File: src/rtl/pipe_stage_regs_if.sv
// Signal bundle between the hazard/datapath side and the five-stage pipeline registers.
// The master side drives fetch/decode fields and hazard controls; the slave side returns stage contents.
interface pipe_stage_regs_if #(
  parameter int unsigned XLEN = 32
);
  logic            StallF;
  logic            StallD;
  logic            FlushD;
  logic            FlushE;
  logic [XLEN-1:0] PCNextF;
  logic [31:0]     InstrF;
  logic [XLEN-1:0] PCPlus4F;
  logic [4:0]      Rs1D;
  logic [4:0]      Rs2D;
  logic [4:0]      RdD;
  logic            RegWriteD;
  logic            MemWriteD;
  logic [1:0]      ResultSrcD;

  logic [XLEN-1:0] PCF;
  logic [31:0]     InstrD;
  logic [XLEN-1:0] PCD;
  logic [XLEN-1:0] PCPlus4D;
  logic [4:0]      Rs1E;
  logic [4:0]      Rs2E;
  logic [4:0]      RdE;
  logic            RegWriteE;
  logic            MemWriteE;
  logic [1:0]      ResultSrcE;
  logic [XLEN-1:0] PCE;
  logic            ResultSrcE0;
  logic [4:0]      RdM;
  logic            RegWriteM;
  logic            MemWriteM;
  logic [1:0]      ResultSrcM;
  logic [4:0]      RdW;
  logic            RegWriteW;
  logic [1:0]      ResultSrcW;
  logic            ValidD;
  logic            ValidE;
  logic            ValidM;
  logic            ValidW;
  logic [31:0]     RetireCount;

  modport master (
    output StallF, StallD, FlushD, FlushE, PCNextF, InstrF, PCPlus4F,
           Rs1D, Rs2D, RdD, RegWriteD, MemWriteD, ResultSrcD,
    input  PCF, InstrD, PCD, PCPlus4D, Rs1E, Rs2E, RdE, RegWriteE, MemWriteE,
           ResultSrcE, PCE, ResultSrcE0, RdM, RegWriteM, MemWriteM, ResultSrcM,
           RdW, RegWriteW, ResultSrcW, ValidD, ValidE, ValidM, ValidW, RetireCount
  );

  modport slave (
    input  StallF, StallD, FlushD, FlushE, PCNextF, InstrF, PCPlus4F,
           Rs1D, Rs2D, RdD, RegWriteD, MemWriteD, ResultSrcD,
    output PCF, InstrD, PCD, PCPlus4D, Rs1E, Rs2E, RdE, RegWriteE, MemWriteE,
           ResultSrcE, PCE, ResultSrcE0, RdM, RegWriteM, MemWriteM, ResultSrcM,
           RdW, RegWriteW, ResultSrcW, ValidD, ValidE, ValidM, ValidW, RetireCount
  );
endinterface

File: src/rtl/pipe_stage_regs.sv
// PC, IF/ID, ID/EX, EX/MEM and MEM/WB registers with per-stage valid bits and a retire counter.
// Priority per register: reset > flush > stall > load.
module pipe_stage_regs #(
  parameter int unsigned     XLEN      = 32,
  parameter logic [XLEN-1:0] RESET_PC  = 32'h0000_0000,
  parameter logic [31:0]     NOP_INSTR = 32'h0000_0013
) (
  input  logic              clk,
  input  logic              reset,
  pipe_stage_regs_if.slave  bus
);

  logic [31:0] retireCount;

  always_ff @(posedge clk or posedge reset) begin
    if (reset) begin
      bus.PCF <= RESET_PC;
    end else if (!bus.StallF) begin
      bus.PCF <= bus.PCNextF;
    end
  end

  always_ff @(posedge clk or posedge reset) begin
    if (reset) begin
      bus.InstrD   <= NOP_INSTR;
      bus.PCD      <= '0;
      bus.PCPlus4D <= '0;
      bus.ValidD   <= 1'b0;
    end else if (bus.FlushD) begin
      bus.InstrD   <= NOP_INSTR;
      bus.PCD      <= '0;
      bus.PCPlus4D <= '0;
      bus.ValidD   <= 1'b0;
    end else if (!bus.StallD) begin
      bus.InstrD   <= bus.InstrF;
      bus.PCD      <= bus.PCF;
      bus.PCPlus4D <= bus.PCPlus4F;
      bus.ValidD   <= 1'b1;
    end
  end

  // Write enables are qualified by ValidD so a bubble can never forward or write.
  always_ff @(posedge clk or posedge reset) begin
    if (reset) begin
      bus.Rs1E       <= '0;
      bus.Rs2E       <= '0;
      bus.RdE        <= '0;
      bus.RegWriteE  <= 1'b0;
      bus.MemWriteE  <= 1'b0;
      bus.ResultSrcE <= '0;
      bus.PCE        <= '0;
      bus.ValidE     <= 1'b0;
    end else if (bus.FlushE) begin
      bus.Rs1E       <= '0;
      bus.Rs2E       <= '0;
      bus.RdE        <= '0;
      bus.RegWriteE  <= 1'b0;
      bus.MemWriteE  <= 1'b0;
      bus.ResultSrcE <= '0;
      bus.PCE        <= '0;
      bus.ValidE     <= 1'b0;
    end else begin
      bus.Rs1E       <= bus.Rs1D;
      bus.Rs2E       <= bus.Rs2D;
      bus.RdE        <= bus.RdD;
      bus.RegWriteE  <= bus.RegWriteD & bus.ValidD;
      bus.MemWriteE  <= bus.MemWriteD & bus.ValidD;
      bus.ResultSrcE <= bus.ResultSrcD;
      bus.PCE        <= bus.PCD;
      bus.ValidE     <= bus.ValidD;
    end
  end

  always_ff @(posedge clk or posedge reset) begin
    if (reset) begin
      bus.RdM        <= '0;
      bus.RegWriteM  <= 1'b0;
      bus.MemWriteM  <= 1'b0;
      bus.ResultSrcM <= '0;
      bus.ValidM     <= 1'b0;
      bus.RdW        <= '0;
      bus.RegWriteW  <= 1'b0;
      bus.ResultSrcW <= '0;
      bus.ValidW     <= 1'b0;
    end else begin
      bus.RdM        <= bus.RdE;
      bus.RegWriteM  <= bus.RegWriteE;
      bus.MemWriteM  <= bus.MemWriteE;
      bus.ResultSrcM <= bus.ResultSrcE;
      bus.ValidM     <= bus.ValidE;
      bus.RdW        <= bus.RdM;
      bus.RegWriteW  <= bus.RegWriteM;
      bus.ResultSrcW <= bus.ResultSrcM;
      bus.ValidW     <= bus.ValidM;
    end
  end

  always_ff @(posedge clk or posedge reset) begin
    if (reset) begin
      retireCount <= '0;
    end else if (bus.ValidW) begin
      retireCount <= retireCount + 32'd1;
    end
  end

  assign bus.RetireCount = retireCount;
  assign bus.ResultSrcE0 = bus.ResultSrcE[0];

endmodule
File: src/flat_wrapper.sv
// flat-port wrapper written by rule: the top's interface ports become plain ports
module pipe_stage_regs_flat 
#(
  parameter int unsigned     XLEN      = 32,
  parameter logic [XLEN-1:0] RESET_PC  = 32'h0000_0000,
  parameter logic [31:0]     NOP_INSTR = 32'h0000_0013
)
  (clk, reset, bus_StallF, bus_StallD, bus_FlushD, bus_FlushE, bus_PCNextF, bus_InstrF, bus_PCPlus4F, bus_Rs1D, bus_Rs2D, bus_RdD, bus_RegWriteD, bus_MemWriteD, bus_ResultSrcD, bus_PCF, bus_InstrD, bus_PCD, bus_PCPlus4D, bus_Rs1E, bus_Rs2E, bus_RdE, bus_RegWriteE, bus_MemWriteE, bus_ResultSrcE, bus_PCE, bus_ResultSrcE0, bus_RdM, bus_RegWriteM, bus_MemWriteM, bus_ResultSrcM, bus_RdW, bus_RegWriteW, bus_ResultSrcW, bus_ValidD, bus_ValidE, bus_ValidM, bus_ValidW, bus_RetireCount);
  pipe_stage_regs_if #(.XLEN(XLEN)) bus_i ();
  input  logic clk;
  input  logic reset;
  input wire logic [$bits(bus_i.StallF)-1:0] bus_StallF;
  input wire logic [$bits(bus_i.StallD)-1:0] bus_StallD;
  input wire logic [$bits(bus_i.FlushD)-1:0] bus_FlushD;
  input wire logic [$bits(bus_i.FlushE)-1:0] bus_FlushE;
  input wire logic [$bits(bus_i.PCNextF)-1:0] bus_PCNextF;
  input wire logic [$bits(bus_i.InstrF)-1:0] bus_InstrF;
  input wire logic [$bits(bus_i.PCPlus4F)-1:0] bus_PCPlus4F;
  input wire logic [$bits(bus_i.Rs1D)-1:0] bus_Rs1D;
  input wire logic [$bits(bus_i.Rs2D)-1:0] bus_Rs2D;
  input wire logic [$bits(bus_i.RdD)-1:0] bus_RdD;
  input wire logic [$bits(bus_i.RegWriteD)-1:0] bus_RegWriteD;
  input wire logic [$bits(bus_i.MemWriteD)-1:0] bus_MemWriteD;
  input wire logic [$bits(bus_i.ResultSrcD)-1:0] bus_ResultSrcD;
  output wire logic [$bits(bus_i.PCF)-1:0] bus_PCF;
  output wire logic [$bits(bus_i.InstrD)-1:0] bus_InstrD;
  output wire logic [$bits(bus_i.PCD)-1:0] bus_PCD;
  output wire logic [$bits(bus_i.PCPlus4D)-1:0] bus_PCPlus4D;
  output wire logic [$bits(bus_i.Rs1E)-1:0] bus_Rs1E;
  output wire logic [$bits(bus_i.Rs2E)-1:0] bus_Rs2E;
  output wire logic [$bits(bus_i.RdE)-1:0] bus_RdE;
  output wire logic [$bits(bus_i.RegWriteE)-1:0] bus_RegWriteE;
  output wire logic [$bits(bus_i.MemWriteE)-1:0] bus_MemWriteE;
  output wire logic [$bits(bus_i.ResultSrcE)-1:0] bus_ResultSrcE;
  output wire logic [$bits(bus_i.PCE)-1:0] bus_PCE;
  output wire logic [$bits(bus_i.ResultSrcE0)-1:0] bus_ResultSrcE0;
  output wire logic [$bits(bus_i.RdM)-1:0] bus_RdM;
  output wire logic [$bits(bus_i.RegWriteM)-1:0] bus_RegWriteM;
  output wire logic [$bits(bus_i.MemWriteM)-1:0] bus_MemWriteM;
  output wire logic [$bits(bus_i.ResultSrcM)-1:0] bus_ResultSrcM;
  output wire logic [$bits(bus_i.RdW)-1:0] bus_RdW;
  output wire logic [$bits(bus_i.RegWriteW)-1:0] bus_RegWriteW;
  output wire logic [$bits(bus_i.ResultSrcW)-1:0] bus_ResultSrcW;
  output wire logic [$bits(bus_i.ValidD)-1:0] bus_ValidD;
  output wire logic [$bits(bus_i.ValidE)-1:0] bus_ValidE;
  output wire logic [$bits(bus_i.ValidM)-1:0] bus_ValidM;
  output wire logic [$bits(bus_i.ValidW)-1:0] bus_ValidW;
  output wire logic [$bits(bus_i.RetireCount)-1:0] bus_RetireCount;
  assign bus_i.StallF = bus_StallF;
  assign bus_i.StallD = bus_StallD;
  assign bus_i.FlushD = bus_FlushD;
  assign bus_i.FlushE = bus_FlushE;
  assign bus_i.PCNextF = bus_PCNextF;
  assign bus_i.InstrF = bus_InstrF;
  assign bus_i.PCPlus4F = bus_PCPlus4F;
  assign bus_i.Rs1D = bus_Rs1D;
  assign bus_i.Rs2D = bus_Rs2D;
  assign bus_i.RdD = bus_RdD;
  assign bus_i.RegWriteD = bus_RegWriteD;
  assign bus_i.MemWriteD = bus_MemWriteD;
  assign bus_i.ResultSrcD = bus_ResultSrcD;
  assign bus_PCF = bus_i.PCF;
  assign bus_InstrD = bus_i.InstrD;
  assign bus_PCD = bus_i.PCD;
  assign bus_PCPlus4D = bus_i.PCPlus4D;
  assign bus_Rs1E = bus_i.Rs1E;
  assign bus_Rs2E = bus_i.Rs2E;
  assign bus_RdE = bus_i.RdE;
  assign bus_RegWriteE = bus_i.RegWriteE;
  assign bus_MemWriteE = bus_i.MemWriteE;
  assign bus_ResultSrcE = bus_i.ResultSrcE;
  assign bus_PCE = bus_i.PCE;
  assign bus_ResultSrcE0 = bus_i.ResultSrcE0;
  assign bus_RdM = bus_i.RdM;
  assign bus_RegWriteM = bus_i.RegWriteM;
  assign bus_MemWriteM = bus_i.MemWriteM;
  assign bus_ResultSrcM = bus_i.ResultSrcM;
  assign bus_RdW = bus_i.RdW;
  assign bus_RegWriteW = bus_i.RegWriteW;
  assign bus_ResultSrcW = bus_i.ResultSrcW;
  assign bus_ValidD = bus_i.ValidD;
  assign bus_ValidE = bus_i.ValidE;
  assign bus_ValidM = bus_i.ValidM;
  assign bus_ValidW = bus_i.ValidW;
  assign bus_RetireCount = bus_i.RetireCount;
  pipe_stage_regs #(.XLEN(XLEN), .RESET_PC(RESET_PC), .NOP_INSTR(NOP_INSTR)) u_core (.clk(clk), .reset(reset), .bus(bus_i));
endmodule
File: config.mk
export PLATFORM = sky130hd
export DESIGN_NAME = pipe_stage_regs_flat
export DESIGN_NICKNAME = d
export VERILOG_FILES = /design/src/rtl/pipe_stage_regs_if.sv /design/src/rtl/pipe_stage_regs.sv /design/src/flat_wrapper.sv
export SDC_FILE = /design/constraint.sdc
export NUM_CORES = 1
export LEC_CHECK = 0
export ABC_AREA = 1
export CAP_MARGIN = 20
export CELL_PAD_IN_SITES_DETAIL_PLACEMENT = 0
export CELL_PAD_IN_SITES_GLOBAL_PLACEMENT = 1
export CORE_ASPECT_RATIO = 0.5
export CORE_MARGIN = 5
export CORE_UTILIZATION = 33
export CTS_BUF_LIST = sky130_fd_sc_hd__clkbuf_8
export DETAILED_ROUTE_END_ITERATION = 7
export PLACE_DENSITY = 0.86
export SETUP_SLACK_MARGIN = 0.5
export SYNTH_ARGS = -nofsm -noshare
export SYNTH_HDL_FRONTEND = slang
export SYNTH_SLANG_ARGS = --single-unit
export TNS_END_PERCENT = 50
File: constraint.sdc
create_clock -name clk -period 11.56 [get_ports clk]
set_clock_uncertainty 0.2 [all_clocks]
set_input_delay 2.312 -clock clk [delete_from_list [all_inputs] [get_ports clk]]
set_output_delay 2.312 -clock clk [all_outputs]
set_load 0.01 [all_outputs]
==> results.txt, run 1 <==
Outcome - finished, final reports clean
Worst path cell trace - clkdlybuf4s50_1
Synth unique cells - 26
CP arrival - 1.70 ns
Die Width - 238 µm
CTS H-tree depth - 2
Final Cell Area - 13,200 µm²
Synth-to-Final Area Change - 54.2%
Die Y-Extent - 124 µm
Slowest library cell on the worst path - clkdlybuf4s50_1
Initial DRC Count - 494
Post-Synthesis Net Count - 898
RSZ-0062 raised after global routing - false
CP Max Fanout - 7
Routed len/inst - 18.3 µm
Yosys Warn Count - 0
Post_cts resized - 0
Remaining antenna violation count after routing - 0
CP top delay family - buffers and inverters
R2R Setup Slk - 9.87 ns
Fmax - 238 MHz
First-pass GRT wire length - 41,500 µm
Sink Count - 232
Post-DP HPWL - 20,200 µm
Share of layout cells above drive strength 1 - 0.0712
Initial antenna violation count - 0
Crit Path Class - flip-flop to output pin
Avg Vias per Cell - 4.59
Vias in the first global route - 7,207
Post-DP Area - 12,400 µm²
Reg2reg start - u_core.bus.RetireCount[0]$_DFFE_PP0P_
CTS Buffer Depth - 3
Seq/Total Area, Yosys - 0.680
Num CTS Buffers - 36
Total track usage - 0.179
Largest net degree at the start of global routing - 156
HP Class - flip-flop to flip-flop
Critical Path Source Type - flip-flop
Worst Path Buf+Inv - 1
Root Buffer - clkbuf_8
Pins Over Slew Limit - 0
Congestion Overflow GR - 0
RePlAce Congestion - 0.787
Syn Area/Cell - 11.0 µm²
I/O pin cnt - 354
Seq cells post-synth - 232
Seq. cell area - 5810 µm²
Final Setup Violations - 0
DR pass1 iterations - 6
Initial cell density of the core - 0.337
Setup TNS - 0 ns
Period utilization - 0.364
Syn Std Cell Area - 8550 µm²
LEAKAGE - 6.14 nW
Mapped Cells - 776
PwrDens - 142 nW/µm²
Worst reg2reg path depth - 8
DRC viols - 0
Clock transition at path regs - 0.06 ns
Min Tclk post-route - 4.21 ns
Critical Path Max Stage Delay - 0.64 ns
Max IR drop VDD - 56.1 µV
Detailed Route WL - 27,700 µm
Max-slew headroom - 0.371
CTS hold repair buffers - 0
Final nets - 1,263
N_diodes - 0
CTS tree - done
Area of the multi-input gates - 2170 µm²
Core box area - 25,300 µm²
CP required - 9.05 ns
Clock latency on the worst-skew pair - 0.52 ns
FILL cells - 2,295
Worst slew pin tran - 0.943 ns
Via count - 6,937
Hold EP - u_core.bus.RdM[3]$_DFF_PP0_
Die area - 29,400 µm²
Post-CTS Setup Bufs - 0
Worst Setup End Kind - output pin
Final Hold Viols - 0
Max Cap Viol - 0
# rows - 41
Port Buffers - 353
Worst hold start - u_core.bus.RdE[3]$_DFF_PP0_
R2r endpoint - u_core.bus.RetireCount[26]$_DFFE_PP0P_
Hold depth - 0
through the flow:
step / power (W) / instances / util / setup WS (ns) / hold slack (ns)
finish: 0.00187 / 1510 / 0.520 / 7.35 / 0.174
global route: 0.00196 / 1510 / 0.520 / 7.26 / 0.198
CTS: 0.00190 / 1508 / 0.518 / 7.24 / 0.182
detailed placement: 0.00120 / 1445 / 0.490 / 6.67 / 0.165
global placement: 0.00120 / 1445 / 0.490 / 6.71 / 0.160
floorplan: 0.00101 / 776 / - / 2.69 / 0.216
metal layers:
| metal | wire [µm] | global-route usage | vias to the layer above |
|---|---|---|---|
| li1 | - | - | 3230 |
| met2 | 15400 | 0.338 | 178 |
| met4 | 769 | 0.0573 | 0 |
| met5 | 0 | 0 | - |
| met3 | 1100 | 0.0358 | 55 |
| met1 | 10400 | 0.209 | 3474 |
worst max-delay path by stage:
stage / slack (ns) / end / depth (start not counted) / startpoint
2_1_floorplan: 2.69 / u_core.bus.InstrD[10]$_DFFE_PP0P_ / 1 / reset
3_3_place_gp: 6.71 / u_core.bus.PCE[1]$_DFF_PP0_ / 3 / reset
3_5_place_dp: 6.67 / u_core.bus.PCE[1]$_DFF_PP0_ / 3 / reset
4_1_cts: 7.24 / u_core.bus.RdM[1]$_DFF_PP0_ / 3 / reset
5_1_grt: 7.26 / bus_ValidW / 1 / u_core.bus.ValidW$_DFF_PP0_
6_report: 7.35 / bus_ValidW / 1 / u_core.bus.ValidW$_DFF_PP0_
sequential cells by signal, summed over array words and instances (netlist names):
register                flops
u_core.bus.MemWriteM        1
u_core.bus.RdE              5
u_core.bus.RegWriteM        1
u_core.bus.InstrD          32
u_core.bus.ValidW           1
u_core.bus.ValidM           1
u_core.bus.RetireCount     32
u_core.bus.ResultSrcW       2
u_core.bus.Rs2E             5
u_core.bus.PCF             32
u_core.bus.RegWriteW        1
u_core.bus.ValidD           1
u_core.bus.PCPlus4D        32
u_core.bus.PCD             32
u_core.bus.PCE             32
u_core.bus.RegWriteE        1
u_core.bus.ValidE           1
u_core.bus.RdW              5
u_core.bus.Rs1E             5
u_core.bus.RdM              5
u_core.bus.ResultSrcM       2
u_core.bus.ResultSrcE       2
u_core.bus.MemWriteE        1
layout make-up:
class / count / share of cell area
multi-input cells: 395 / 0.165
flip-flops and latches: 232 / 0.441
clock buffers: 43 / 0.0449
repair buffers: 359 / 0.273
well taps: 344 / 0.0327
inverters: 117 / 0.0339
clock inverters: 20 / 0.00931
cell usage after synthesis:
master    number  area, µm²
dfrtp_1      229       5730
inv_1        112        420
nor2_1       111        417
nand2_1       89        334
a22o_1        61        534
a21oi_1       33        165
o22ai_1       32        200
clkbuf_1      22       82.6
nand3_1       15       75.1
nand4_1       12       75.1
xor2_1        10       87.6
nand3b_1       8       60.1
buf_2          7       35.0
nor2_2         6       37.5
inv_2          5       18.8
nor2_4         5       56.3
xnor2_1        4       35.0
dfstp_2        3       78.8
o22a_1         3       26.3
buf_1          2       7.51
nand2_2        2       12.5
buf_4          1       7.51
ha_1           1       12.5
nand2_4        1       11.3
nor2_8         1       20.0
o21ai_0        1       5.00
power by group:
| part | total (W) | switching (W) | internal (W) |
|---|---|---|---|
| Sequential | 0.000900 | 0.0000360 | 0.000864 |
| Combinational | 0.000284 | 0.000131 | 0.000153 |
| Clock | 0.000687 | 0.000324 | 0.000363 |
| Total | 0.00187 | 0.000491 | 0.00138 |
cell usage in the layout, fill, tap and decap left out, types with 2 or more instances in the layout:
cell type,Yosys,routed
o22ai_1,32,32
nand2_2,2,2
dfstp_2,3,3
inv_2,5,5
nor2_4,5,7
buf_2,7,2
nor2_1,111,111
clkinv_2,0,4
nand3_1,15,15
xor2_1,10,10
clkbuf_8,0,43
nand4_1,12,12
nor2_2,6,4
xnor2_1,4,4
dfrtp_1,229,229
inv_8,0,2
o22a_1,3,3
nand3b_1,8,8
inv_1,112,123
a21oi_1,33,33
buf_4,1,4
nand2_1,89,89
clkdlybuf4s50_1,0,351
a22o_1,61,61
logic make-up after synthesis:
family | count (synthesis) | synth area share
and+or+nand+nor | 250 | 0.129
DFF | 232 | 0.680
xor gates and xnor gates | 14 | 0.0143
adders and majority gates | 1 | 0.00146
AOI/OAI and AO/OA | 130 | 0.109
buffers and inverters | 149 | 0.0669
Power figures use the tool's default switching activity.
==> run 2: changes to the inputs <==
--- a/config.mk
+++ b/config.mk
@@ -11,10 +11,10 @@
 export CELL_PAD_IN_SITES_GLOBAL_PLACEMENT = 1
 export CORE_ASPECT_RATIO = 0.5
 export CORE_MARGIN = 5
-export CORE_UTILIZATION = 33
+export CORE_UTILIZATION = 30
 export CTS_BUF_LIST = sky130_fd_sc_hd__clkbuf_8
 export DETAILED_ROUTE_END_ITERATION = 7
-export PLACE_DENSITY = 0.86
+export PLACE_DENSITY = 0.82
 export SETUP_SLACK_MARGIN = 0.5
 export SYNTH_ARGS = -nofsm -noshare
 export SYNTH_HDL_FRONTEND = slang
==> constraint.sdc (replaced) <==
create_clock -name clk -period 3.4 [get_ports clk]
set_clock_uncertainty 0.2 [all_clocks]
set_input_delay 0.68 -clock clk [delete_from_list [all_inputs] [get_ports clk]]
set_output_delay 0.68 -clock clk [all_outputs]
set_load 0.01 [all_outputs]
==> run 2 against run 1 <==
Effect of this change: wire length increased by 5.1%; count of clock-buffer cells in the layout increased by 2; global-route usage decreased by 0.56 points; sequential cell count unchanged; cell count increased by 3.0%; critical path type unchanged; largest cell class unchanged; highest routed layer unchanged.
==> results.txt, run 2 (same netlist as run 1, synthesis figures left out) <==
Outcome - finished, final reports clean
Crit Path Class - flip-flop to output pin
Initial antenna violation count - 2
Core Util, Final - 0.479
Share of layout cells above drive strength 1 - 0.0785
Final nets - 1,269
Min Tclk post-route - 2.56 ns
Critical Path Source Type - flip-flop
Placed Cells - 1,490
Max IR drop VDD - 199 µV
Worst Path Buf+Inv - 1
Num CTS Buffers - 37
Initial DRC Count - 496
Critical Path Max Stage Delay - 0.64 ns
Final non-filler cell total - 1,556
Die Y-Extent - 129 µm
HP Class - flip-flop to flip-flop
Largest net degree at the start of global routing - 94
# rows - 43
CTS tree - done
Synth-to-Final Area Change - 56.3%
I/O pin cnt - 354
R2R Setup Slk - 1.70 ns
CP Max Fanout - 7
Sequential Power Share - 0.469
PwrDens - 490 nW/µm²
CTS hold repair buffers - 0
CP top delay family - buffers and inverters
Routed len/inst - 18.7 µm
Post-DP HPWL - 21,800 µm
First-pass GRT wire length - 43,900 µm
Via count - 6,930
Total track usage - 0.174
Worst setup endpoint - bus_ValidW
Die area - 32,200 µm²
Detailed Route WL - 29,100 µm
CP required - 2.52 ns
Reg2reg start - u_core.bus.RetireCount[0]$_DFFE_PP0P_
Pins Over Slew Limit - 0
Worst reg2reg path depth - 8
CTS H-tree depth - 2
DR pass1 iterations - 5
Comb pwr share - 0.150
Clock latency on the worst-skew pair - 0.54 ns
Commonest non-fill, non-tap cells in the layout - 351 x clkdlybuf4s50_1, 229 x dfrtp_1, 120 x inv_1
Die Width - 249 µm
Root Buffer - clkbuf_8
Clock transition at path regs - 0.06 ns
CP Depth - 1
Sink Count - 232
Post-CTS Setup Bufs - 0
Port Buffers - 353
Remaining antenna violation count after routing - 0
RePlAce Congestion - 0.828
CTS Buffer Depth - 3
Vias in the first global route - 7,428
Initial cell density of the core - 0.307
Max Cap Viol - 0
Avg Vias per Cell - 4.45
Period utilization - 0.752
RSZ-0062 raised after global routing - false
Final Setup Violations - 0
Final Hold Viols - 0
Congestion Overflow GR - 0
Worst path cell trace - clkdlybuf4s50_1
DRC viols - 0
Slowest library cell on the worst path - clkdlybuf4s50_1
Clock share of power - 0.381
Setup TNS - 0 ns
Internal - 0.00482 W
Fmax - 391 MHz
Worst Setup End Kind - output pin
Most common cell after layout, fill and taps aside - clkdlybuf4s50_1
Post_cts resized - 0
Max-slew headroom - 0.492
Worst slew pin tran - 0.762 ns
R2r endpoint - u_core.bus.RetireCount[30]$_DFFE_PP0P_
LEAKAGE - 6.19 nW
Sw Ratio - 0.262
Core box area - 27,900 µm²
Hold depth - 0
Sw Pwr - 0.00172 W
CP Launch Point - u_core.bus.ValidW$_DFF_PP0_
CP arrival - 1.68 ns
run 2: cell count changes in the layout (fill, tap and decap cells not counted), moves of 2 or more:
cell / before / now
diode_2: 0 / 2
inv_8: 2 / 0
buf_12: 1 / 6
inv_1: 123 / 120
clkbuf_8: 43 / 45
run 2: power groups by stage:
| stage | clock network, W | logic, W | registers [W] |
|---|---|---|---|
| final | 0.00249 | 0.000983 | 0.00306 |
| after global routing | 0.00272 | 0.00105 | 0.00308 |
| after CTS | 0.00256 | 0.00100 | 0.00307 |
| after detailed placement | 0 | 0.000999 | 0.00311 |
| after global placement | 0 | 0.000983 | 0.00311 |
| after floorplan | 0 | 0.000271 | 0.00317 |
run 2: through the flow:
step / instance area, µm² / hold slack (ns) / setup WS, ns / power (W)
after floorplan: 8550 / 0.216 / -0.513 / 0.00344
after global placement: 12600 / 0.160 / -0.245 / 0.00409
after detailed placement: 12600 / 0.161 / 0.388 / 0.00411
after CTS: 13300 / 0.175 / 0.779 / 0.00663
after global routing: 13400 / 0.187 / 0.758 / 0.00685
final: 13400 / 0.169 / 0.842 / 0.00654
run 2: layout make-up:
cell class / count / area, µm²
clock buffer: 45 / 619
tap: 382 / 478
antenna: 2 / 5.00
sequential: 232 / 5810
fill: 2591 / 14500
inverter: 117 / 443
timing repair buffer: 364 / 3680
multi-input combinational: 395 / 2170
clock inverter: 19 / 144
run 2: worst min path at each step:
stage                                       start                            endpoint  slack [ns]
2_1_floorplan      u_core.bus.MemWriteE$_DFF_PP0_      u_core.bus.MemWriteM$_DFF_PP0_        0.22
5_1_grt               u_core.bus.RdM[3]$_DFF_PP0_         u_core.bus.RdW[3]$_DFF_PP0_        0.19
6_report       u_core.bus.ResultSrcE[1]$_DFF_PP0_  u_core.bus.ResultSrcM[1]$_DFF_PP0_        0.17
3_3_place_gp          u_core.bus.RdM[0]$_DFF_PP0_         u_core.bus.RdW[0]$_DFF_PP0_        0.16
3_5_place_dp          u_core.bus.RdM[0]$_DFF_PP0_         u_core.bus.RdW[0]$_DFF_PP0_        0.16
4_1_cts        u_core.bus.ResultSrcE[1]$_DFF_PP0_  u_core.bus.ResultSrcM[1]$_DFF_PP0_        0.18
run 2: layer usage:
metal / up-vias / wire length [µm] / global-route usage
li1: 3248 / - / -
met1: 3473 / 10900 / 0.197
met2: 154 / 16300 / 0.335
met3: 55 / 1040 / 0.0323
met4: 0 / 835 / 0.0580
met5: - / 0 / 0
